$ cat src/rtl/fetch_pkg.sv
// rtl/fetch_pkg.sv - shared types and constants for the instruction fetch unit
package fetch_pkg;

    typedef enum logic [1:0] {
        IDLE    = 2'd0,
        WAIT    = 2'd1,
        DISCARD = 2'd2,
        FAULT   = 2'd3
    } fetch_state_e;

    typedef struct packed {
        logic [31:0] pc;
        logic [31:0] instr;
    } fetch_entry_t;

    localparam logic [31:0] NOP_INSTR = 32'h0000_0013;

endpackage

$ cat src/rtl/fetch_if.sv
// rtl/fetch_if.sv - instruction memory and decode-side signals of the fetch unit
interface fetch_if;
    logic        o_imem_req;
    logic [31:0] o_imem_addr;
    logic        i_imem_rvalid;
    logic [31:0] i_imem_rdata;
    logic        i_stall;
    logic        i_pc_sel;
    logic [31:0] i_alu_data;
    logic        o_instr_vld;
    logic [31:0] o_instr;
    logic [31:0] o_pc;

    // fetch unit side
    modport master (
        output o_imem_req, o_imem_addr, o_instr_vld, o_instr, o_pc,
        input  i_imem_rvalid, i_imem_rdata, i_stall, i_pc_sel, i_alu_data
    );

    // memory / decode side
    modport slave (
        input  o_imem_req, o_imem_addr, o_instr_vld, o_instr, o_pc,
        output i_imem_rvalid, i_imem_rdata, i_stall, i_pc_sel, i_alu_data
    );
endinterface

$ cat src/rtl/fetch_fifo.sv
// rtl/fetch_fifo.sv - prefetch FIFO of {pc, instr} entries; clear beats push/pop
module fetch_fifo
    import fetch_pkg::*;
#(
    parameter  int DEPTH = 2,
    localparam int PTR_W = $clog2(DEPTH),
    localparam int CNT_W = PTR_W + 1
) (
    input  logic             i_clk,
    input  logic             i_rst_n,
    input  logic             push,
    input  fetch_entry_t     push_data,
    input  logic             pop,
    input  logic             clear,
    output logic [CNT_W-1:0] count,
    output fetch_entry_t     head,
    output logic             full,
    output logic             empty
);

    fetch_entry_t     mem_q [DEPTH];
    fetch_entry_t     mem_d [DEPTH];
    logic [PTR_W-1:0] wr_ptr_q, wr_ptr_d;
    logic [PTR_W-1:0] rd_ptr_q, rd_ptr_d;
    logic [CNT_W-1:0] count_q, count_d;
    logic             do_push;
    logic             do_pop;

    assign full  = (count_q == CNT_W'(DEPTH));
    assign empty = (count_q == '0);
    assign count = count_q;
    assign head  = mem_q[rd_ptr_q];

    // next pointers, count and storage; a pop frees the slot a full push needs
    always_comb begin
        mem_d    = mem_q;
        wr_ptr_d = wr_ptr_q;
        rd_ptr_d = rd_ptr_q;
        count_d  = count_q;
        do_pop   = pop && !empty;
        do_push  = push && (!full || do_pop);
        if (clear) begin
            wr_ptr_d = '0;
            rd_ptr_d = '0;
            count_d  = '0;
        end else begin
            if (do_push) begin
                mem_d[wr_ptr_q] = push_data;
                wr_ptr_d        = wr_ptr_q + PTR_W'(1);
            end
            if (do_pop) begin
                rd_ptr_d = rd_ptr_q + PTR_W'(1);
            end
            count_d = count_q + CNT_W'(do_push) - CNT_W'(do_pop);
        end
    end

    // FIFO state registers
    always_ff @(posedge i_clk or negedge i_rst_n) begin
        if (!i_rst_n) begin
            for (int i = 0; i < DEPTH; i++) begin
                mem_q[i] <= '0;
            end
            wr_ptr_q <= '0;
            rd_ptr_q <= '0;
            count_q  <= '0;
        end else begin
            mem_q    <= mem_d;
            wr_ptr_q <= wr_ptr_d;
            rd_ptr_q <= rd_ptr_d;
            count_q  <= count_d;
        end
    end

    // a response is only requested when a slot will be free for it
    a_no_overflow: assert property (@(posedge i_clk) disable iff (!i_rst_n)
        !(push && !clear && full && !pop));

endmodule

$ cat src/rtl/fetch_unit.sv
// rtl/fetch_unit.sv - PC owner, instruction memory requester and decode feeder (optional FETCH_MISALIGN_CHK_EN)
module fetch_unit
    import fetch_pkg::*;
#(
    parameter logic [31:0] RESET_PC = 32'h0000_0000,
    parameter int          DEPTH    = 2
) (
    input  logic    i_clk,
    input  logic    i_rst_n,
    fetch_if.master bus
`ifdef FETCH_MISALIGN_CHK_EN
    ,
    output logic    o_fetch_fault
`endif
);

    localparam int CNT_W = $clog2(DEPTH) + 1;

    fetch_state_e     state_q, state_d;
    logic [31:0]      pc_q, pc_d;
    logic [31:0]      req_pc_q, req_pc_d;
    logic [31:0]      target;
    logic             imem_req;
    logic             fifo_push;
    logic             fifo_pop;
    logic             fifo_clear;
    fetch_entry_t     push_entry;
    fetch_entry_t     fifo_head;
    logic [CNT_W-1:0] fifo_count;
    logic [CNT_W-1:0] post_count;
    logic             fifo_full;
    logic             fifo_empty;

`ifdef FETCH_MISALIGN_CHK_EN
    assign target        = bus.i_alu_data;
    assign o_fetch_fault = (state_q == FAULT);
`else
    assign target        = bus.i_alu_data & 32'hFFFF_FFFC;
`endif

    fetch_fifo #(.DEPTH(DEPTH)) u_fifo (
        .i_clk     (i_clk),
        .i_rst_n   (i_rst_n),
        .push      (fifo_push),
        .push_data (push_entry),
        .pop       (fifo_pop),
        .clear     (fifo_clear),
        .count     (fifo_count),
        .head      (fifo_head),
        .full      (fifo_full),
        .empty     (fifo_empty)
    );

    // next state, PC and request; a redirect overrides everything else
    always_comb begin
        state_d    = state_q;
        pc_d       = pc_q;
        req_pc_d   = req_pc_q;
        imem_req   = 1'b0;
        fifo_push  = 1'b0;
        fifo_clear = 1'b0;
        push_entry = '{pc: req_pc_q, instr: bus.i_imem_rdata};
        fifo_pop   = !fifo_empty && !bus.i_stall && !bus.i_pc_sel;
        post_count = fifo_count + CNT_W'(1) - CNT_W'(fifo_pop);
        if (bus.i_pc_sel) begin
            pc_d       = target;
            fifo_clear = 1'b1;
            case (state_q)
                WAIT:    state_d = bus.i_imem_rvalid ? IDLE : DISCARD;
                FAULT:   state_d = IDLE;
                default: state_d = state_q;
            endcase
`ifdef FETCH_MISALIGN_CHK_EN
            if (bus.i_alu_data[1:0] != 2'b00) begin
                state_d = FAULT;
            end
`endif
        end else begin
            case (state_q)
                IDLE: begin
                    if (i_rst_n && !fifo_full) begin
                        imem_req = 1'b1;
                        req_pc_d = pc_q;
                        pc_d     = pc_q + 32'd4;
                        state_d  = WAIT;
                    end
                end
                WAIT: begin
                    if (bus.i_imem_rvalid) begin
                        fifo_push = 1'b1;
                        if (post_count < CNT_W'(DEPTH)) begin
                            imem_req = 1'b1;
                            req_pc_d = pc_q;
                            pc_d     = pc_q + 32'd4;
                        end else begin
                            state_d = IDLE;
                        end
                    end
                end
                DISCARD: begin
                    if (bus.i_imem_rvalid) begin
                        state_d = IDLE;
                    end
                end
                default: begin
                    state_d = state_q;
                end
            endcase
        end
    end

    // state, PC and in-flight request PC registers
    always_ff @(posedge i_clk or negedge i_rst_n) begin
        if (!i_rst_n) begin
            state_q  <= IDLE;
            pc_q     <= RESET_PC;
            req_pc_q <= RESET_PC;
        end else begin
            state_q  <= state_d;
            pc_q     <= pc_d;
            req_pc_q <= req_pc_d;
        end
    end

    assign bus.o_imem_req  = imem_req;
    assign bus.o_imem_addr = pc_q;
    assign bus.o_instr_vld = !fifo_empty;
    assign bus.o_instr     = fifo_empty ? NOP_INSTR : fifo_head.instr;
    assign bus.o_pc        = fifo_empty ? 32'h0 : fifo_head.pc;

endmodule

$ cat src/flat_wrapper.sv
// flat-port wrapper written by rule: the top's interface ports become plain ports
module fetch_unit_flat import fetch_pkg::*;
#(
    parameter logic [31:0] RESET_PC = 32'h0000_0000,
    parameter int          DEPTH    = 2
)
  (i_clk, i_rst_n, bus_o_imem_req, bus_o_imem_addr, bus_o_instr_vld, bus_o_instr, bus_o_pc, bus_i_imem_rvalid, bus_i_imem_rdata, bus_i_stall, bus_i_pc_sel, bus_i_alu_data);
  fetch_if bus_i ();
  input  logic i_clk;
  input  logic i_rst_n;
  output wire logic [$bits(bus_i.o_imem_req)-1:0] bus_o_imem_req;
  output wire logic [$bits(bus_i.o_imem_addr)-1:0] bus_o_imem_addr;
  output wire logic [$bits(bus_i.o_instr_vld)-1:0] bus_o_instr_vld;
  output wire logic [$bits(bus_i.o_instr)-1:0] bus_o_instr;
  output wire logic [$bits(bus_i.o_pc)-1:0] bus_o_pc;
  input wire logic [$bits(bus_i.i_imem_rvalid)-1:0] bus_i_imem_rvalid;
  input wire logic [$bits(bus_i.i_imem_rdata)-1:0] bus_i_imem_rdata;
  input wire logic [$bits(bus_i.i_stall)-1:0] bus_i_stall;
  input wire logic [$bits(bus_i.i_pc_sel)-1:0] bus_i_pc_sel;
  input wire logic [$bits(bus_i.i_alu_data)-1:0] bus_i_alu_data;
  assign bus_o_imem_req = bus_i.o_imem_req;
  assign bus_o_imem_addr = bus_i.o_imem_addr;
  assign bus_o_instr_vld = bus_i.o_instr_vld;
  assign bus_o_instr = bus_i.o_instr;
  assign bus_o_pc = bus_i.o_pc;
  assign bus_i.i_imem_rvalid = bus_i_imem_rvalid;
  assign bus_i.i_imem_rdata = bus_i_imem_rdata;
  assign bus_i.i_stall = bus_i_stall;
  assign bus_i.i_pc_sel = bus_i_pc_sel;
  assign bus_i.i_alu_data = bus_i_alu_data;
  fetch_unit #(.RESET_PC(RESET_PC), .DEPTH(DEPTH)) u_core (.i_clk(i_clk), .i_rst_n(i_rst_n), .bus(bus_i));
endmodule
$ cat config.mk
export PLATFORM = sky130hd
export DESIGN_NAME = fetch_unit_flat
export DESIGN_NICKNAME = d
export VERILOG_FILES = /design/src/rtl/fetch_pkg.sv /design/src/rtl/fetch_if.sv /design/src/rtl/fetch_fifo.sv /design/src/rtl/fetch_unit.sv /design/src/flat_wrapper.sv
export SDC_FILE = /design/constraint.sdc
export NUM_CORES = 1
export LEC_CHECK = 0
export CAP_MARGIN = 10
export CELL_PAD_IN_SITES_DETAIL_PLACEMENT = 0
export CELL_PAD_IN_SITES_GLOBAL_PLACEMENT = 1
export CORE_MARGIN = 1.5
export CORE_UTILIZATION = 38
export DETAILED_ROUTE_END_ITERATION = 10
export MAX_ROUTING_LAYER = met4
export PLACE_DENSITY_LB_ADDON = 0.1
export SYNTH_ARGS = -nofsm -noshare
export SYNTH_HDL_FRONTEND = slang
export SYNTH_SLANG_ARGS = --single-unit
$ cat constraint.sdc
create_clock -name i_clk -period 2.3 [get_ports i_clk]
set_clock_uncertainty 0.2 [all_clocks]
set_input_delay 0.23 -clock i_clk [delete_from_list [all_inputs] [get_ports i_clk]]
set_output_delay 0.23 -clock i_clk [all_outputs]
set_load 0.05 [all_outputs]
==> results of run 1 <==
-- timing repair --
action                     in CTS  in global routing
setup buffers                   9                 15
hold buffers                    2                  0
pin swaps                       8                  6
resized for setup              49                 38
setup endpoints to repair     200                223
gates cloned                    6                  5
hold endpoints to repair       38                  0
-- layout by cell type, fill, tap and decap left out, types with 7 or more instances in the layout --
| master | Yosys | layout |
|---|---|---|
| nor2_2 | 0 | 57 |
| a31oi_1 | 13 | 13 |
| buf_12 | 0 | 80 |
| nand3_1 | 12 | 10 |
| and2_1 | 9 | 7 |
| clkdlybuf4s50_1 | 0 | 94 |
| dfrtp_2 | 0 | 13 |
| inv_1 | 11 | 9 |
| xnor2_1 | 12 | 12 |
| mux2_4 | 1 | 31 |
| nand4_1 | 10 | 10 |
| nor2_1 | 81 | 22 |
| or3_1 | 8 | 8 |
| mux2_2 | 154 | 126 |
| dfrtp_1 | 190 | 176 |
| nand2_1 | 34 | 31 |
| o21ai_0 | 23 | 17 |
| buf_6 | 0 | 11 |
| mux2i_1 | 65 | 64 |
| buf_4 | 7 | 63 |
| clkbuf_16 | 0 | 21 |
-- logic make-up after synthesis --
group | Yosys count | share of synthesized area, %
AND/OR/NAND/NOR | 194 | 10.7
XOR/XNOR | 15 | 1.46
adder cells (fa/ha/maj) | 6 | 0.837
buffers and inverters | 59 | 2.87
other | 1 | 0.0418
multiplexers | 222 | 27.0
flip-flops | 190 | 53.0
AO/OA/AOI/OAI | 59 | 4.11
-- worst max-delay path, stage by stage, from the launching register on --
cell and delay (ns):
dfrtp_1 0.42, buf_6 0.13, ha_4 0.17, mux2_2 0.28, and2_4 0.17, nand4_1 0.14, buf_6 0.18, or4_1 0.46
a31oi_1 0.17
-- power breakdown --
part | internal [mW] | leakage, nW | switching [mW]
Clock | 1.46 | 0.278 | 1.37
Sequential | 4.71 | 2.35 | 0.876
Combinational | 3.62 | 3.05 | 3.13
Total | 9.79 | 5.68 | 5.38
-- layout make-up --
class                   count  area, um2
clock buffers              18        439
clock inverters            14        125
fillers                  1891       9690
inverters                  11       41.3
multi-input cells         500       4480
flip-flops and latches    190       4770
well taps                 319        399
repair buffers            259       3390
-- synth_stat cells, drive strengths merged, types with 8 or more instances --
master / n / share of area [%]
inv: 11 / 0.46
nor2: 81 / 3.4
buf: 19 / 1.2
nand2: 34 / 1.4
mux2: 157 / 20
nand4: 10 / 0.70
nor4: 10 / 0.93
o21ai: 24 / 1.3
and2: 9 / 0.63
dfrtp: 190 / 53
clkbuf: 29 / 1.2
a31oi: 13 / 0.91
mux2i: 65 / 7.3
xnor2: 12 / 1.2
nand3: 12 / 0.67
or3: 8 / 0.56
-- stage by stage --
| stage | hold WS, ns | instances | setup TNS, ns | util (%) |
|---|---|---|---|---|
| 2_1_floorplan | -0.266 | 749 | -5.72 | - |
| 3_3_place_gp | 0.192 | 1244 | -30.23 | 52.6 |
| 3_5_place_dp | 0.216 | 1244 | -32.88 | 52.6 |
| 4_1_cts | 0.146 | 1293 | -2.60 | 57.0 |
| 5_1_grt | 0.151 | 1311 | -8.42 | 58.5 |
| 6_report | 0.147 | 1311 | -2.06 | 58.5 |
-- state kept, by name, summed over array words and instances, names as in the netlist --
register                flops
u_core.u_fifo.mem_q       124
u_core.bus.o_imem_addr     30
u_core.req_pc_q            30
u_core.state_q              2
u_core.u_fifo.count         2
u_core.u_fifo.rd_ptr_q      1
u_core.u_fifo.wr_ptr_q      1
-- per-layer routing --
metal	wire, um	part of all wire, %	vias to the layer above	GRT usage [%]
li1	-	-	3100	-
met1	10700	44	3366	26.1
met2	11800	49	172	33.4
met3	844	3.5	39	3.16
met4	740	3.1	0	8.16
met5	0	0	-	-
-- final timing paths --
kind                                              end  slack [ns]  cells after the start                    start
max reg2reg                u_core.bus.o_imem_addr[27]        -0.1                      8        u_core.state_q[0]
min in group asynchronous     u_core.u_fifo.mem_q[57]        0.39                      4                  i_rst_n
min reg2reg                   u_core.u_fifo.mem_q[48]        0.31                      1  u_core.u_fifo.mem_q[48]
max                        u_core.bus.o_imem_addr[27]        -0.1                      8        u_core.state_q[0]
min                         u_core.bus.o_imem_addr[2]        0.15                      3        bus_i_alu_data[2]
max in group asynchronous     u_core.u_fifo.mem_q[84]        0.70                      4                  i_rst_n
==> impl_metrics.json, run 1 <==
{
  "drv_cap": 0,
  "drive_above_1_share_pct": 46.3,
  "synth_edf_count": 0,
  "max_slew_margin_pct": 46.1,
  "stdcell_area_um2": 13600,
  "die_area_um2": 24500,
  "num_vias": 6677,
  "clockBufferDepth": 2,
  "syn-instance-count": 746,
  "hold_viol_final": 0,
  "irDropWorstVdd_mv": 0.554,
  "numPortBuffers": 160,
  "syn2layout_area_growth_pct": 52.1,
  "gp_congestion": 0.811,
  "max_freq_ghz": 0.417,
  "vias_per_cell": 5.09,
  "die_w_um": 157,
  "ant_nets": 0,
  "clk_latency_ns": 0.43,
  "violations": "negative setup slack",
  "synth_async_sr_flop_share_pct": 100,
  "rsz0062_at_grt": "yes",
  "clkTransAtPathRegs_ns": 0.08,
  "ys.flop_type": "dfrtp_1",
  "cp.required_ns": 2.45,
  "numCtsBuffers": 17,
  "root_buffer": "clkbuf_16",
  "p_leak_nw": 5.68,
  "cp_max_fo": 7,
  "grt_pass1_vias": 7075,
  "remaining_drc_errors": 0,
  "grtUsageTotal_pct": 20.7,
  "tightest_slew_ns": 0.809,
  "initial_core_util_pct": 38.5,
  "slew_viol_final": 0,
  "firstDrtPassIters": 4,
  "cts_tree": "done",
  "drt_iter0_drc": 272,
  "synthDistinctLibCells": 49,
  "antenna_found_initial": 0,
  "totalWireLength_um": 24100,
  "ys_seq_area_share_pct": 53.0,
  "critPathLaunchType": "flip-flop",
  "critPathArrivalTime_ns": 2.55,
  "power_density_nw_per_um2": 1110,
  "overflow": 0,
  "avgSynthCellArea_um2": 12.0,
  "std_cell_rows": 56,
  "core-area_um2": 23300,
  "path_class": "reg -> reg",
  "end_kind": "flip-flop",
  "place_ws_ns": -0.274,
  "yosysWarnings": 0,
  "ys_ff_latch": 190,
  "ctsHtreeMaxLevel": 4,
  "setup_ws_ns": -0.0999,
  "hp-class": "in -> reg",
  "syn_area_um2": 8970,
  "cts.sinks": 190,
  "die_h_um": 157,
  "setup_viol": 36,
  "dp_hpwl_um": 16000,
  "placed_area_um2": 12300,
  "status": "finished with violations",
  "grt_pass1_wl_um": 38000,
  "num_io_pins": 167,
  "post-route-period-util_pct": 104,
  "finalPower_mw": 15.2,
  "num-nets-final": 1054,
  "post_drt_wl_per_cell_um": 18.4,
  "period_needed_ns": 2.40,
  "grt_max_degree": 91,
  "antenna_cells": 0
}
No activity file was read; power rests on OpenSTA's default activity.
==> inputs of run 2 (changes only) <==
- ABC_CLOCK_PERIOD_IN_PS: not set -> 2300
==> results of run 2 <==
Final layout, timing and power as in run 1 (identical DEF).
